[config.mk]
export PLATFORM = sky130hd
export DESIGN_NAME = ram_write_arbiter
export DESIGN_NICKNAME = d
export VERILOG_FILES = /design/src/rtl/ram_write_arbiter.sv
export SDC_FILE = /design/constraint.sdc
export NUM_CORES = 1
export LEC_CHECK = 0
export ABC_CLOCK_PERIOD_IN_PS = 2400
export CAP_MARGIN = 20
export CORE_ASPECT_RATIO = 0.8
export CORE_MARGIN = 2
export CORE_UTILIZATION = 31
export DETAILED_ROUTE_END_ITERATION = 16
export HOLD_SLACK_MARGIN = 0.06
export SYNTH_ARGS = -nofsm -noshare
export SYNTH_HDL_FRONTEND = slang
export SYNTH_SLANG_ARGS = --single-unit
export TNS_END_PERCENT = 1
[constraint.sdc]
create_clock -name i_clk -period 2.4 [get_ports i_clk]
set_input_delay 0.72 -clock i_clk [delete_from_list [all_inputs] [get_ports i_clk]]
set_output_delay 0.72 -clock i_clk [all_outputs]
set_load 0.01 [all_outputs]
[src/rtl/ram_write_arbiter.sv]
// ram_write_arbiter
//
// Two-requester burst-write arbiter in front of a single write port of a RAM.
// A requester raises i_reqN with a base address and a burst length. The
// arbiter grants one requester at a time (round-robin when both ask), pops
// words from the winner with a one-cycle o_rdN strobe, and writes each word
// to consecutive RAM addresses. It finishes with a one-cycle o_doneN pulse.
//
// Every burst runs IDLE -> GRANT -> (LOAD -> WRITE) x len -> DONE -> IDLE.
// A zero-length burst goes GRANT -> DONE with no pop and no write.
//
// Ports
//   i_clk            single clock, all state on the rising edge
//   i_rst_n          asynchronous active-low reset
//   i_reqN           level burst request from requester N
//   i_addrN          burst base address from requester N
//   i_lenN           burst length (words) from requester N
//   i_dataN          word currently presented by requester N
//   o_gntN           grant, high from GRANT through DONE of N's burst
//   o_rdN            one-cycle pop strobe to requester N
//   o_doneN          one-cycle burst-complete pulse to requester N
//   o_ram_address    RAM write address (held outside WRITE)
//   o_ram_data       RAM write data (held outside WRITE)
//   o_ram_wren       RAM write enable, high only in WRITE
module ram_write_arbiter #(
  parameter int ADDR_W = 5,
  parameter int DATA_W = 8,
  parameter int LEN_W  = 4
) (
  input  logic              i_clk,
  input  logic              i_rst_n,
  input  logic              i_req0,
  input  logic              i_req1,
  input  logic [ADDR_W-1:0] i_addr0,
  input  logic [ADDR_W-1:0] i_addr1,
  input  logic [LEN_W-1:0]  i_len0,
  input  logic [LEN_W-1:0]  i_len1,
  input  logic [DATA_W-1:0] i_data0,
  input  logic [DATA_W-1:0] i_data1,
  output logic              o_gnt0,
  output logic              o_gnt1,
  output logic              o_rd0,
  output logic              o_rd1,
  output logic              o_done0,
  output logic              o_done1,
  output logic [ADDR_W-1:0] o_ram_address,
  output logic [DATA_W-1:0] o_ram_data,
  output logic              o_ram_wren
);

  typedef enum logic [2:0] {
    ST_IDLE  = 3'd0,
    ST_GRANT = 3'd1,
    ST_LOAD  = 3'd2,
    ST_WRITE = 3'd3,
    ST_DONE  = 3'd4
  } state_t;

  state_t              state_r;
  logic                winner_r;     // owner of the current burst (0 or 1)
  logic                last_r;       // last requester served; 1 after reset so 0 wins first
  logic [ADDR_W-1:0]   addr_cnt_r;   // next RAM address of the burst
  logic [LEN_W-1:0]    len_r;        // latched burst length
  logic [LEN_W-1:0]    cnt_r;        // words written so far

  logic                gnt0_r;
  logic                gnt1_r;
  logic                rd0_r;
  logic                rd1_r;
  logic                done0_r;
  logic                done1_r;
  logic [ADDR_W-1:0]   ram_address_r;
  logic [DATA_W-1:0]   ram_data_r;
  logic                ram_wren_r;

  logic                any_req_s;
  logic                pick_s;       // requester that wins if sampled now
  logic [ADDR_W-1:0]   pick_addr_s;
  logic [LEN_W-1:0]    pick_len_s;
  logic [DATA_W-1:0]   win_data_s;   // word presented by the current owner
  logic [LEN_W:0]      cnt_next_s;   // one bit wider so a 15-word burst cannot overflow

  // Round-robin pick: on contention the requester not served last wins.
  always_comb begin
    any_req_s = i_req0 | i_req1;
    if (i_req0 && i_req1) begin
      pick_s = ~last_r;
    end else if (i_req1) begin
      pick_s = 1'b1;
    end else begin
      pick_s = 1'b0;
    end
  end

  // Burst parameters of the requester picked in IDLE.
  always_comb begin
    if (pick_s) begin
      pick_addr_s = i_addr1;
      pick_len_s  = i_len1;
    end else begin
      pick_addr_s = i_addr0;
      pick_len_s  = i_len0;
    end
  end

  // Data mux from the current burst owner.
  always_comb begin
    if (winner_r) begin
      win_data_s = i_data1;
    end else begin
      win_data_s = i_data0;
    end
  end

  // Word count after the write in progress completes.
  always_comb begin
    cnt_next_s = {1'b0, cnt_r} + (LEN_W+1)'(1);
  end

  // Arbiter FSM with all outputs registered alongside the state.
  always_ff @(posedge i_clk or negedge i_rst_n) begin
    if (!i_rst_n) begin
      state_r       <= ST_IDLE;
      winner_r      <= 1'b0;
      last_r        <= 1'b1;
      addr_cnt_r    <= '0;
      len_r         <= '0;
      cnt_r         <= '0;
      gnt0_r        <= 1'b0;
      gnt1_r        <= 1'b0;
      rd0_r         <= 1'b0;
      rd1_r         <= 1'b0;
      done0_r       <= 1'b0;
      done1_r       <= 1'b0;
      ram_address_r <= '0;
      ram_data_r    <= '0;
      ram_wren_r    <= 1'b0;
    end else begin
      case (state_r)
        ST_IDLE: begin
          rd0_r      <= 1'b0;
          rd1_r      <= 1'b0;
          done0_r    <= 1'b0;
          done1_r    <= 1'b0;
          ram_wren_r <= 1'b0;
          if (any_req_s) begin
            winner_r   <= pick_s;
            addr_cnt_r <= pick_addr_s;
            len_r      <= pick_len_s;
            cnt_r      <= '0;
            gnt0_r     <= ~pick_s;
            gnt1_r     <= pick_s;
            state_r    <= ST_GRANT;
          end else begin
            gnt0_r  <= 1'b0;
            gnt1_r  <= 1'b0;
            state_r <= ST_IDLE;
          end
        end

        ST_GRANT: begin
          if (len_r != '0) begin
            // Pop the first word during LOAD.
            rd0_r   <= ~winner_r;
            rd1_r   <= winner_r;
            state_r <= ST_LOAD;
          end else begin
            // Zero-length burst: straight to completion, nothing popped.
            done0_r <= ~winner_r;
            done1_r <= winner_r;
            last_r  <= winner_r;
            state_r <= ST_DONE;
          end
        end

        ST_LOAD: begin
          // Capture the owner's word and the current address for WRITE.
          rd0_r         <= 1'b0;
          rd1_r         <= 1'b0;
          ram_data_r    <= win_data_s;
          ram_address_r <= addr_cnt_r;
          ram_wren_r    <= 1'b1;
          state_r       <= ST_WRITE;
        end

        ST_WRITE: begin
          ram_wren_r <= 1'b0;
          // Address wraps naturally modulo 2^ADDR_W.
          addr_cnt_r <= addr_cnt_r + ADDR_W'(1);
          cnt_r      <= cnt_next_s[LEN_W-1:0];
          if (cnt_next_s < {1'b0, len_r}) begin
            rd0_r   <= ~winner_r;
            rd1_r   <= winner_r;
            state_r <= ST_LOAD;
          end else begin
            done0_r <= ~winner_r;
            done1_r <= winner_r;
            last_r  <= winner_r;
            state_r <= ST_DONE;
          end
        end

        ST_DONE: begin
          done0_r <= 1'b0;
          done1_r <= 1'b0;
          gnt0_r  <= 1'b0;
          gnt1_r  <= 1'b0;
          state_r <= ST_IDLE;
        end

        default: begin
          // Illegal encoding: drop every strobe and grant and restart.
          gnt0_r     <= 1'b0;
          gnt1_r     <= 1'b0;
          rd0_r      <= 1'b0;
          rd1_r      <= 1'b0;
          done0_r    <= 1'b0;
          done1_r    <= 1'b0;
          ram_wren_r <= 1'b0;
          state_r    <= ST_IDLE;
        end
      endcase
    end
  end

  assign o_gnt0        = gnt0_r;
  assign o_gnt1        = gnt1_r;
  assign o_rd0         = rd0_r;
  assign o_rd1         = rd1_r;
  assign o_done0       = done0_r;
  assign o_done1       = done1_r;
  assign o_ram_address = ram_address_r;
  assign o_ram_data    = ram_data_r;
  assign o_ram_wren    = ram_wren_r;

endmodule

# Word level (Yosys, flattened, before mapping)

Index checks and enable logic that the tools add are counted.

Add/sub/neg operators: 2
Magnitude comparators: 1
Equality and inequality tests: 9
Multiplexer cells: 31
Bitwise operators: 6
Reduce and logical (&&, ||, !) cells: 12

Operator list:

| kind                  | number |
|---|---|
| $mux W1               | 13 |
| $pmux W1 S3           | 4 |
| $pmux W3 S4           | 1 |
| $mux W5               | 2 |
| $ne A2 B2 Y1 const B  | 5 |
| $pmux W5 S2           | 1 |
| $reduce_and A3 Y1     | 3 |
| $mux W4               | 2 |
| $mux W8               | 1 |
| $pmux W1 S2           | 4 |
| $pmux W4 S2           | 1 |
| $eq A3 B2 Y1 const B  | 2 |
| $mux W3               | 2 |
| $add A4 B1 Y5 const B | 1 |
| $add A5 B1 Y5 const B | 1 |
| $lt A5 B4 Y1          | 1 |
| $not A1 Y1            | 5 |
| $reduce_and A2 Y1     | 2 |
| $reduce_bool A2 Y1    | 2 |
| $reduce_bool A4 Y1    | 1 |
| $eq A3 B1 Y1 const B  | 1 |
| $eq A3 B3 Y1 const B  | 1 |
| $logic_not A3 Y1      | 1 |
| $reduce_or A3 Y1      | 1 |
| other kinds (3)       | 3 |

Flip-flop bits (word level): 38
Input bits: 38
Output and inout port bits: 20
Logic and storage cells: 76

# Longest topological paths before layout

Depth in word-level cells: 5
Gate-level depth with buffers: 7
Depth with buffers taken out: 7

# Worst setup path before layout

OpenSTA, ideal clock, no wires.

Kind: reg-to-reg
From: register cnt_r[0]
To: register rd1_r, in the netlist o_rd1
Setup time: 0.080 ns
Arrival: 1.953 ns
Required time: 2.320 ns
Slack: 0.367 ns
Stages on the path, launching flop included: 7
Buffers on the path: 0
Cells stage by stage: dfrtp_1 ha_1 ha_1 a21boi_0 o31ai_1 a32o_1 mux2i_1

Longest elaborated chain between the ends: 4

RTL lines:

| what                               | line | text |
|---|---|---|
| start, declared                    | 64   | `logic [LEN_W-1:0] cnt_r;` |
| start signal, assigned             | 190  | `cnt_r <= cnt_next_s[LEN_W-1:0];` |
| $add A4 B1 Y5                      | 117  | `cnt_next_s = {1'b0, cnt_r} + (LEN_W+1)'(1);` |
| $lt A5 B4 Y1                       | 191  | `if (cnt_next_s < {1'b0, len_r}) begin` |
| $ne A2 B2 Y1 (no source line)      | -    |  |
| $reduce_and A3 Y1 (no source line) | -    |  |
| end signal, assigned               | 165  | `rd1_r <= winner_r;` |
| end signal, assigned               | 193  | `rd1_r <= winner_r;` |
| end, declared                      | 69   | `logic rd1_r;` |

No other way between the ends.
A chain may end at the register's enable or synchronous reset.

# Worst setup path in the final report

Ends and elaborated chain as after synthesis.

==> flow_summary_export.csv <==
group,metric,value,unit
clock_tree,cts-resized-gates,0,
critical_path,criticalPathCategory,"reg2reg",
timing,setup_ws,0.299,ns
layout,fill_cells,643,
global_route,grt_max_degree,39,
layout,antenna_cells,0,
power,power_density,1250,nW/um^2
clock_tree,clk_latency,0.28,ns
synth,yosysUniqueCellTypes,49,
layout,final_cell_mix,"clkdlybuf4s50_1 (56), dfrtp_1 (37), nor2_1 (18), a21oi_1 (17), mux2i_1 (17)",
synth,synth_top_area_frac,0.465,
floorplan,die_area,7080,sq um
layout,final_common_cell,"clkdlybuf4s50_1",
clock_tree,tritoncts,"done",
layout,drive_above_1_share,0.134,
clock_tree,post_cts_buffers,0,
job,cap_violations,0,
detailed_routing,ant_nets,0,
placed_design,dp_hpwl,3230,um
detailed_routing,via_count,1594,
clock_tree,path_clk_slew,0.08,ns
synth,syn_avg_cell_area,10.4,sq um
run_status,status,"finished, final reports clean",
layout,nets,296,
synth,synth_xor_xnor_area_share,0.00881,
synth,syn_nets,235,
hold_path,min_path_type,"in2async",
clock_tree,cts-root-buf,"clkbuf_8",
placed_design,dp.cells,330,
clock_tree,numClockSinks,38,
detailed_routing,totalWireLength,4370,um
synth,synthCells,192,
synth,netlist_area,1990,sq um
clock_tree,cts_max_level,2,
critical_path,cp_num_buf_inv,1,
timing,finalMaxSlewViolations,0,
timing,timing.setup.tns,0,ns
detailed_routing,drc,0,
global_route,first_global_vias,1565,
synth,yosys_warnings,0,
global_route,gr-total-overflow,0,
critical_path,crit_top_cell,"ha_1",
floorplan,dieWidth,93.6,um
critical_path,max_stage_delay,0.42,ns
synth,async_reset_ff_frac,1.00,
power,irDropWorstVdd,0.395,mV
critical_path,critical_path_required,2.61,ns
detailed_routing,vias_per_cell,4.72,
placed_design,dpl_worst_slack,0.115,ns
synth,synth_edf_count,0,
timing,finalHoldViolations,0,
floorplan,start_util,0.315,
synth,synth_top_family_by_area,"compound AO/OA/AOI/OAI gates",
timing,fin_crit,2.10,ns
placed_design,io_buffers,57,
power,finalPower,3.44,mW
synth,synth_seq_cells,38,
critical_path,crit_path_start_kind,"register",
floorplan,ios,58,
synth,synth-simple-area-share,0.150,
critical_path,crit_slowest_cell,"dfrtp_1",
timing,finClkSkew,0.00987,ns
timing,tightest_slew,0.482,ns
detailed_routing,post_drt_wl_per_cell,12.9,um
layout,fin_cells,338,
power,p_leak,1.18,nW
critical_path,worstPathCellList,"ha_1 > ha_1 > a21boi_0 > o31ai_1 > buf_4 > a32o_1 > mux2i_1",
global_route,antenna_found_initial,0,
clock_tree,clk_path_buf_depth,2,
global_route,grt_pass1_wl,7110,um
floorplan,die_h,75.7,um
detailed_routing,drt_iter0_drc,53,
timing,holdWs,0.477,ns
timing,slew_headroom,0.679,
synth,synthAdderAreaFrac,0.0314,
synth,yosysSeqAreaShare,0.479,
synth,synth_area_leaders,"dfrtp_1 (47%), mux2i_1 (8.6%), a21oi_1 (4.3%), mux2_2 (4.0%), nor2_1 (3.4%)",
timing,setup_violations,0,
placed_design,place_congestion,0.737,
floorplan,num_rows,26,
synth,yosys_most_used_dff,"dfrtp_1",
clock_tree,holdBufCountCts,0,
synth,synth_compound_area_frac,0.157,
critical_path,cp-end-kind,"register",
critical_path,cp_data_arrival_time,2.31,ns
timing,rsz0062_at_grt,"no",
synth,muxShareOfSynthArea,0.125,
critical_path,cp_max_fo,6,
timing,max_freq,0.476,GHz
clock_tree,cts_buffers,5,
floorplan,core-area,6310,sq um
timing,fin_crit_sh,0.875,
detailed_routing,drt_first_pass_iters,4,
critical_path,cp_top_family,"compound AO/OA/AOI/OAI gates",
layout,syn2layout_area_growth,38.2,%
global_route,grt_use_total,0.128,
synth,synth_area_leader_cell,"dfrtp_1",
logic make-up after synthesis:
logic type               after synthesis
AND/OR/NAND/NOR                       58
AO/OA/AOI/OAI                         48
flip-flops                            38
multiplexers                          24
buffers and inverters                 17
adder cells (fa/ha/maj)                5
XOR/XNOR                               2
cells in the mapped netlist (all sizes together) (2+ instances only):
cell,number
o22ai,2
and2,4
nand3,5
and3,2
ha,5
mux2,7
o31a,2
a21boi,2
a21oi,18
buf,8
inv,7
dfrtp,37
a31oi,2
nand2,16
nor2b,2
and2b,2
o21ai,12
o21a,2
mux2i,17
nor2,18
worst paths after layout:
check / start / to / slack, ns / depth (start not counted)
min in group i_clk: o_ram_address[2]$_DFFE_PN0P_ / o_ram_address[2]$_DFFE_PN0P_ / 0.51 / 1
max reg2reg: cnt_r[0]$_DFFE_PN0P_ / o_rd1$_DFFE_PN0P_ / 0.30 / 7
min: i_rst_n / o_rd1$_DFFE_PN0P_ / 0.48 / 2
max: cnt_r[0]$_DFFE_PN0P_ / o_rd1$_DFFE_PN0P_ / 0.30 / 7
min reg2reg: o_ram_address[2]$_DFFE_PN0P_ / o_ram_address[2]$_DFFE_PN0P_ / 0.51 / 1
max in group asynchronous: i_rst_n / last_r$_DFFE_PN1P_ / 1.57 / 2
final cells by class:
type	count	area, sq um	area share
inverter	7	26.3	0.00955
tap	84	105	0.0382
sequential	38	952	0.346
clock inverter	3	40.0	0.0146
multi-input combinational	137	940	0.342
clock buffer	5	68.8	0.0250
timing repair buffer	64	618	0.225
layer usage:
metal | global-route usage | vias to the layer above | part of all wire
met3 | 0.0356 | 2 | 0.057
met2 | 0.219 | 37 | 0.47
met1 | 0.166 | 756 | 0.47
li1 | - | 799 | -
met4 | 0.0242 | 0 | 0.0030
met5 | 0 | - | 0
report_power, final:
group | switching, mW | internal, mW
clock network | 0.225 | 0.306
registers | 0.264 | 0.948
logic | 0.798 | 0.897
metrics by stage:
stage | util | instance area, sq um
detailed placement | 0.419 | 2640
finish | 0.436 | 2750
floorplan | - | 1990
global placement | 0.419 | 2640
global route | 0.436 | 2750
CTS | 0.436 | 2750
sequential cells by signal (all words and copies together), names as in the netlist:
| register | count |
|---|---|
| o_ram_data | 8 |
| addr_cnt_r | 5 |
| o_ram_address | 5 |
| cnt_r | 4 |
| len_r | 4 |
| state_r | 3 |
| last_r | 1 |
| o_done0 | 1 |
| o_done1 | 1 |
| o_gnt0 | 1 |
| o_gnt1 | 1 |
| o_ram_wren | 1 |
| o_rd0 | 1 |
| o_rd1 | 1 |
| winner_r | 1 |
Note: power is estimated with default switching activity, not from simulation.
==> edit 1, RTL diff (same settings) <==
Re-encode `state_t` (5 states) as one-hot, 5 bits wide.
--- a/src/rtl/ram_write_arbiter.sv
+++ b/src/rtl/ram_write_arbiter.sv
@@ -48,12 +48,12 @@
   output logic              o_ram_wren
 );
 
-  typedef enum logic [2:0] {
-    ST_IDLE  = 3'd0,
-    ST_GRANT = 3'd1,
-    ST_LOAD  = 3'd2,
-    ST_WRITE = 3'd3,
-    ST_DONE  = 3'd4
+  typedef enum logic [4:0] {
+    ST_IDLE  = 5'b00001,
+    ST_GRANT = 5'b00010,
+    ST_LOAD  = 5'b00100,
+    ST_WRITE = 5'b01000,
+    ST_DONE  = 5'b10000
   } state_t;
 
   state_t              state_r;
Function: same outputs for any inputs over 10 cycles, from zero or initial values and one cycle with i_rst_n low; not proved beyond that.
==> edit 1 against the unedited design <==
- clock skew decreased by 4.6 ps
- design area increased by 1.4%
- sequential cell count increased by 2
- setup slack got worse by 150 ps
- power decreased by 20%
- area after synthesis increased by 0.57%
- sequential share of layout area increased by 1.4 points
- wire length decreased by 2.8%
- critical path type unchanged
- critical endpoint is now o_done1
==> edit 1: results (changes against the unedited design) <==
drive_above_1_share: 0.1390  # +0.005138
slew_headroom: 0.4810  # -0.1980
drt_iter0_markers: 47  # -11%
ir_drop_mv: 0.5420  # +37%
crit_fanout: 5  # -1
routedWlPerCell_um: 12.37  # -4.3%
routed-via-count: 1567  # -1.7%
synth_area_leaders: "dfrtp_1 (48%), mux2i_1 (8.0%), nand2_1 (5.3%)"
place_inst: 335  # +1.5%
netlist_instances: 193  # +0.52%
grt_max_degree: 26  # -33%
fillers: 624  # -3.0%
status: "finished clean"
numCtsBuffers: 5  # unchanged
dp_worst_setup_slack_ps: -65.55  # -180.7 ps
synthTopCellsByCount: "dfrtp_1 (38), nand2_1 (28), mux2i_1 (16)"
final_nets: 301  # +1.7%
r2r_cells: 8  # +1
wirelength_mm: 4.242  # -2.8%
clockRootBuffer: "clkbuf_8"
placed_area_mm2: 0.002691  # +1.9%
grt_use_met2: 0.1960  # -0.02299
grt_usage: 0.1280  # +0.0005048
hpwlAfterDp_mm: 3.295  # +2.1%
r2r_slack_ps: 150  # -150 ps
clk_latency_ps: 280  # about the same
r2r-end: "o_done1"
netlist-cell-type-count: 39  # -20%
place_congestion: 0.7373  # about the same
grt_util_met3: 0.04748  # +0.01187
yosys_warnings: 0  # unchanged
syn_nets: 236  # +0.43%
layout_min_cycle_time_ps: 2252  # +151.4 ps
ys_seq_area_frac: 0.5016  # +0.02295
grt_util_met1: 0.1734  # +0.007696
grt_pass1_vias: 1466  # -6.3%
final_area_mm2: 0.002789  # +1.4%
p_leak_nw: 1.255  # +6.0%
skew_ps: 5.256  # -4.619 ps
grt_first_pass_wirelength_mm: 6.941  # -2.4%
largest_reg_flops: 8  # unchanged
-- edit 1: how the worst min path moves through the flow --
stage                          start          endpoint  slack [ps]  cells after the start
floorplan                    i_rst_n     addr_cnt_r[0]         420                      0
global placement       o_ram_data[3]     o_ram_data[3]         460                      2
detailed placement  o_ram_address[1]  o_ram_address[1]         470                      2
CTS                          i_rst_n          cnt_r[2]         340                      1
global route                 i_rst_n          cnt_r[2]         360                      1
finish                       i_rst_n          cnt_r[2]         340                      1
-- edit 1: kinds of logic (layout without fill, tap and decap cells) --
family / count (synthesis) / after routing / synth area share
simple gates: 58 / 58 / 0.1488
buf+inv: 18 / 84 / 0.04253
compound gates: 48 / 48 / 0.1532
fa+ha+maj: 5 / 5 / 0.03127
xor+xnor: 2 / 2 / 0.008757
mux: 22 / 22 / 0.1138
flops: 40 / 40 / 0.5016
-- edit 1: final cells by class --
type	count	area, um^2	area share
multi-input combinational	135	919.6	0.3297
tap	84	105.1	0.03769
inverter	10	37.54	0.01346
clock buffer	8	90.09	0.03230
timing repair buffer	66	633.1	0.2270
sequential	40	1003	0.3598
-- edit 1: where the power goes --
part | internal (mW) | switching (mW)
Combinational | 0.629 | 0.541
Sequential | 0.942 | 0.205
Clock | 0.234 | 0.214
-- edit 1: critical path, stage by stage (launching register included) --
cell and delay [ps]:
dfrtp_1 430, ha_1 250, xor2_1 180, ha_1 300, nand2_1 50, o21ai_0 200
a21oi_2 130, a21oi_2 250, mux2_2 360
-- edit 1: metal layers --
layer,up-vias,share of wire,wire (um)
met4,0,0.0087,37
met5,-,0,0
met3,5,0.068,287
met2,36,0.44,1879
li1,803,-,-
met1,723,0.48,2037
==> edit 2, RTL diff (config.mk and constraints unchanged) <==
Made on the original files. Change the parameter `ADDR_W` from 5 to 4.
--- a/src/rtl/ram_write_arbiter.sv
+++ b/src/rtl/ram_write_arbiter.sv
@@ -23,7 +23,7 @@
 //   o_ram_data       RAM write data (held outside WRITE)
 //   o_ram_wren       RAM write enable, high only in WRITE
 module ram_write_arbiter #(
-  parameter int ADDR_W = 5,
+  parameter int ADDR_W = 4,
   parameter int DATA_W = 8,
   parameter int LEN_W  = 4
 ) (
Ports: changed (resized i_addr0, i_addr1 and o_ram_address); port bits go from 58 to 55. No check against the original RTL was run, so the function may have changed too.
==> edit 2 against the unedited design <==
- design area is 6.6% lower
- sequential cell count is 2 lower
- area after synthesis is 10% lower
- fmax is 0.85% lower
- final cell count is 8.0% lower
- largest cell class unchanged
- wire length is 10% lower
- power is 4.9% lower
- combinational power is 9% lower
- setup slack worse by 18 ps
- critical endpoint unchanged
==> edit 2: results (changes against the unedited design) <==
status: "finished clean"
hpwlAfterDp_mm: 2.997  # -7.1%
worst_pin_slew_ps: 496.4  # +14.74 ps
wirelength_mm: 3.923  # -10%
drive_above_1_share: 0.1245  # -0.009395
n_antenna_cell: 0  # unchanged
netlist-cell-type-count: 41  # -16%
grt_pass1_vias: 1296  # -17%
final_nets: 273  # -7.8%
p_sw_mw: 1.195  # -7.2%
grt_max_degree: 37  # -5.1%
finalCritPeriodShare: 0.8830  # +0.007517
drt_iter0_markers: 30  # -43%
r2r_cells: 6  # -1
ir_drop_mv: 0.5285  # +34%
p_leak_nw: 1.114  # -5.9%
synthTopCellsByCount: "dfrtp_1 (35), mux2i_1 (16), nand2_1 (15), nor2_1 (15), a21oi_1 (12)"
ys_seq_area_frac: 0.5060  # +0.02735
skew_ps: 6.144  # -3.730 ps
synth_area_leaders: "dfrtp_1 (49%), mux2i_1 (9.0%), ha_1 (3.5%)"
r2r_slack_ps: 280  # -20 ps
antenna_found_initial: 0  # unchanged
port_buffers: 54  # -5.3%
pwr-share-seq: 0.354  # about the same
syn_nets: 214  # -8.9%
dp_worst_setup_slack_ps: 241.0  # +125.9 ps
async_reset_ff_frac: 1.000  # unchanged
crit_fanout: 5  # -1
grt_first_pass_wirelength_mm: 5.996  # -16%
grt_usage: 0.1279  # +0.0004061
place_congestion: 0.7497  # +1.7%
fillers: 558  # -13%
hp-class: "input pin to async pin"
routed-via-count: 1438  # -9.8%
[edit 2: cell count changes after synthesis, moves of 3 or more]
cell | unedited run | this run
a21oi_1 | 17 | 12
clkbuf_1 | 0 | 4
mux2_2 | 7 | 3
nor2_1 | 18 | 15
o21ai_1 | 0 | 6
buf_4 | 3 | 0
[edit 2: how the worst max path moves through the flow]
stage,cells past startpoint,to
2_1_floorplan,6,o_rd1
3_3_place_gp,6,addr_cnt_r[0]
3_5_place_dp,6,addr_cnt_r[0]
4_1_cts,6,o_rd1
5_1_grt,7,o_rd1
6_report,6,o_rd1
[edit 2: critical path: stages, from the launching register on]
cell and delay [ps]:
dfrtp_1 420, ha_1 320, ha_1 270, a21bo_2 220, a21oi_1 280, o22ai_1 190
mux2_4 310
[edit 2: final cells by class]
class                           count  area (um^2)  share of cell area
Inverter                            8        30.03             0.01168
Sequential cell                    36        902.1              0.3510
Tap cell                           78        97.59             0.03797
Timing Repair Buffer               60        593.1              0.2308
Clock inverter                      1        30.03             0.01168
Multi-Input combinational cell    121        820.8              0.3194
Clock buffer                        7        96.34             0.03749
[edit 2: power groups by stage]
stage / combinational, mW / sequential [mW] / clock (mW)
finish: 1.53 / 1.16 / 0.579
global route: 1.71 / 1.20 / 0.630
CTS: 1.55 / 1.16 / 0.601
detailed placement: 1.55 / 1.18 / 0
global placement: 1.52 / 1.16 / 0
floorplan: 0.951 / 1.12 / 0
[edit 2: metrics by stage]
stage	cells	instance area (um^2)	hold slack, ps
after floorplan	173	1783	424.4
after global placement	303	2444	489.4
after detailed placement	303	2444	479.9
after CTS	311	2570	479.1
after global routing	311	2570	501.4
final	311	2570	460.5
[edit 2: metal layers]
layer | track usage | vias up | part of all wire
li1 | - | 725 | -
met1 | 0.1724 | 661 | 0.47
met2 | 0.1891 | 44 | 0.43
met3 | 0.04378 | 8 | 0.081
met4 | 0.05051 | 0 | 0.016
met5 | 0 | - | 0
[edit 2: logic make-up after synthesis]
| logic type | after synthesis | share of synthesized area |
|---|---|---|
| AO/OA/AOI/OAI | 47 | 0.1656 |
| flip-flops | 36 | 0.5060 |
| AND/OR/NAND/NOR | 46 | 0.1235 |
| multiplexers | 21 | 0.1235 |
| buffers and inverters | 16 | 0.03649 |
| adder cells (fa/ha/maj) | 5 | 0.03509 |
| XOR/XNOR | 2 | 0.009826 |
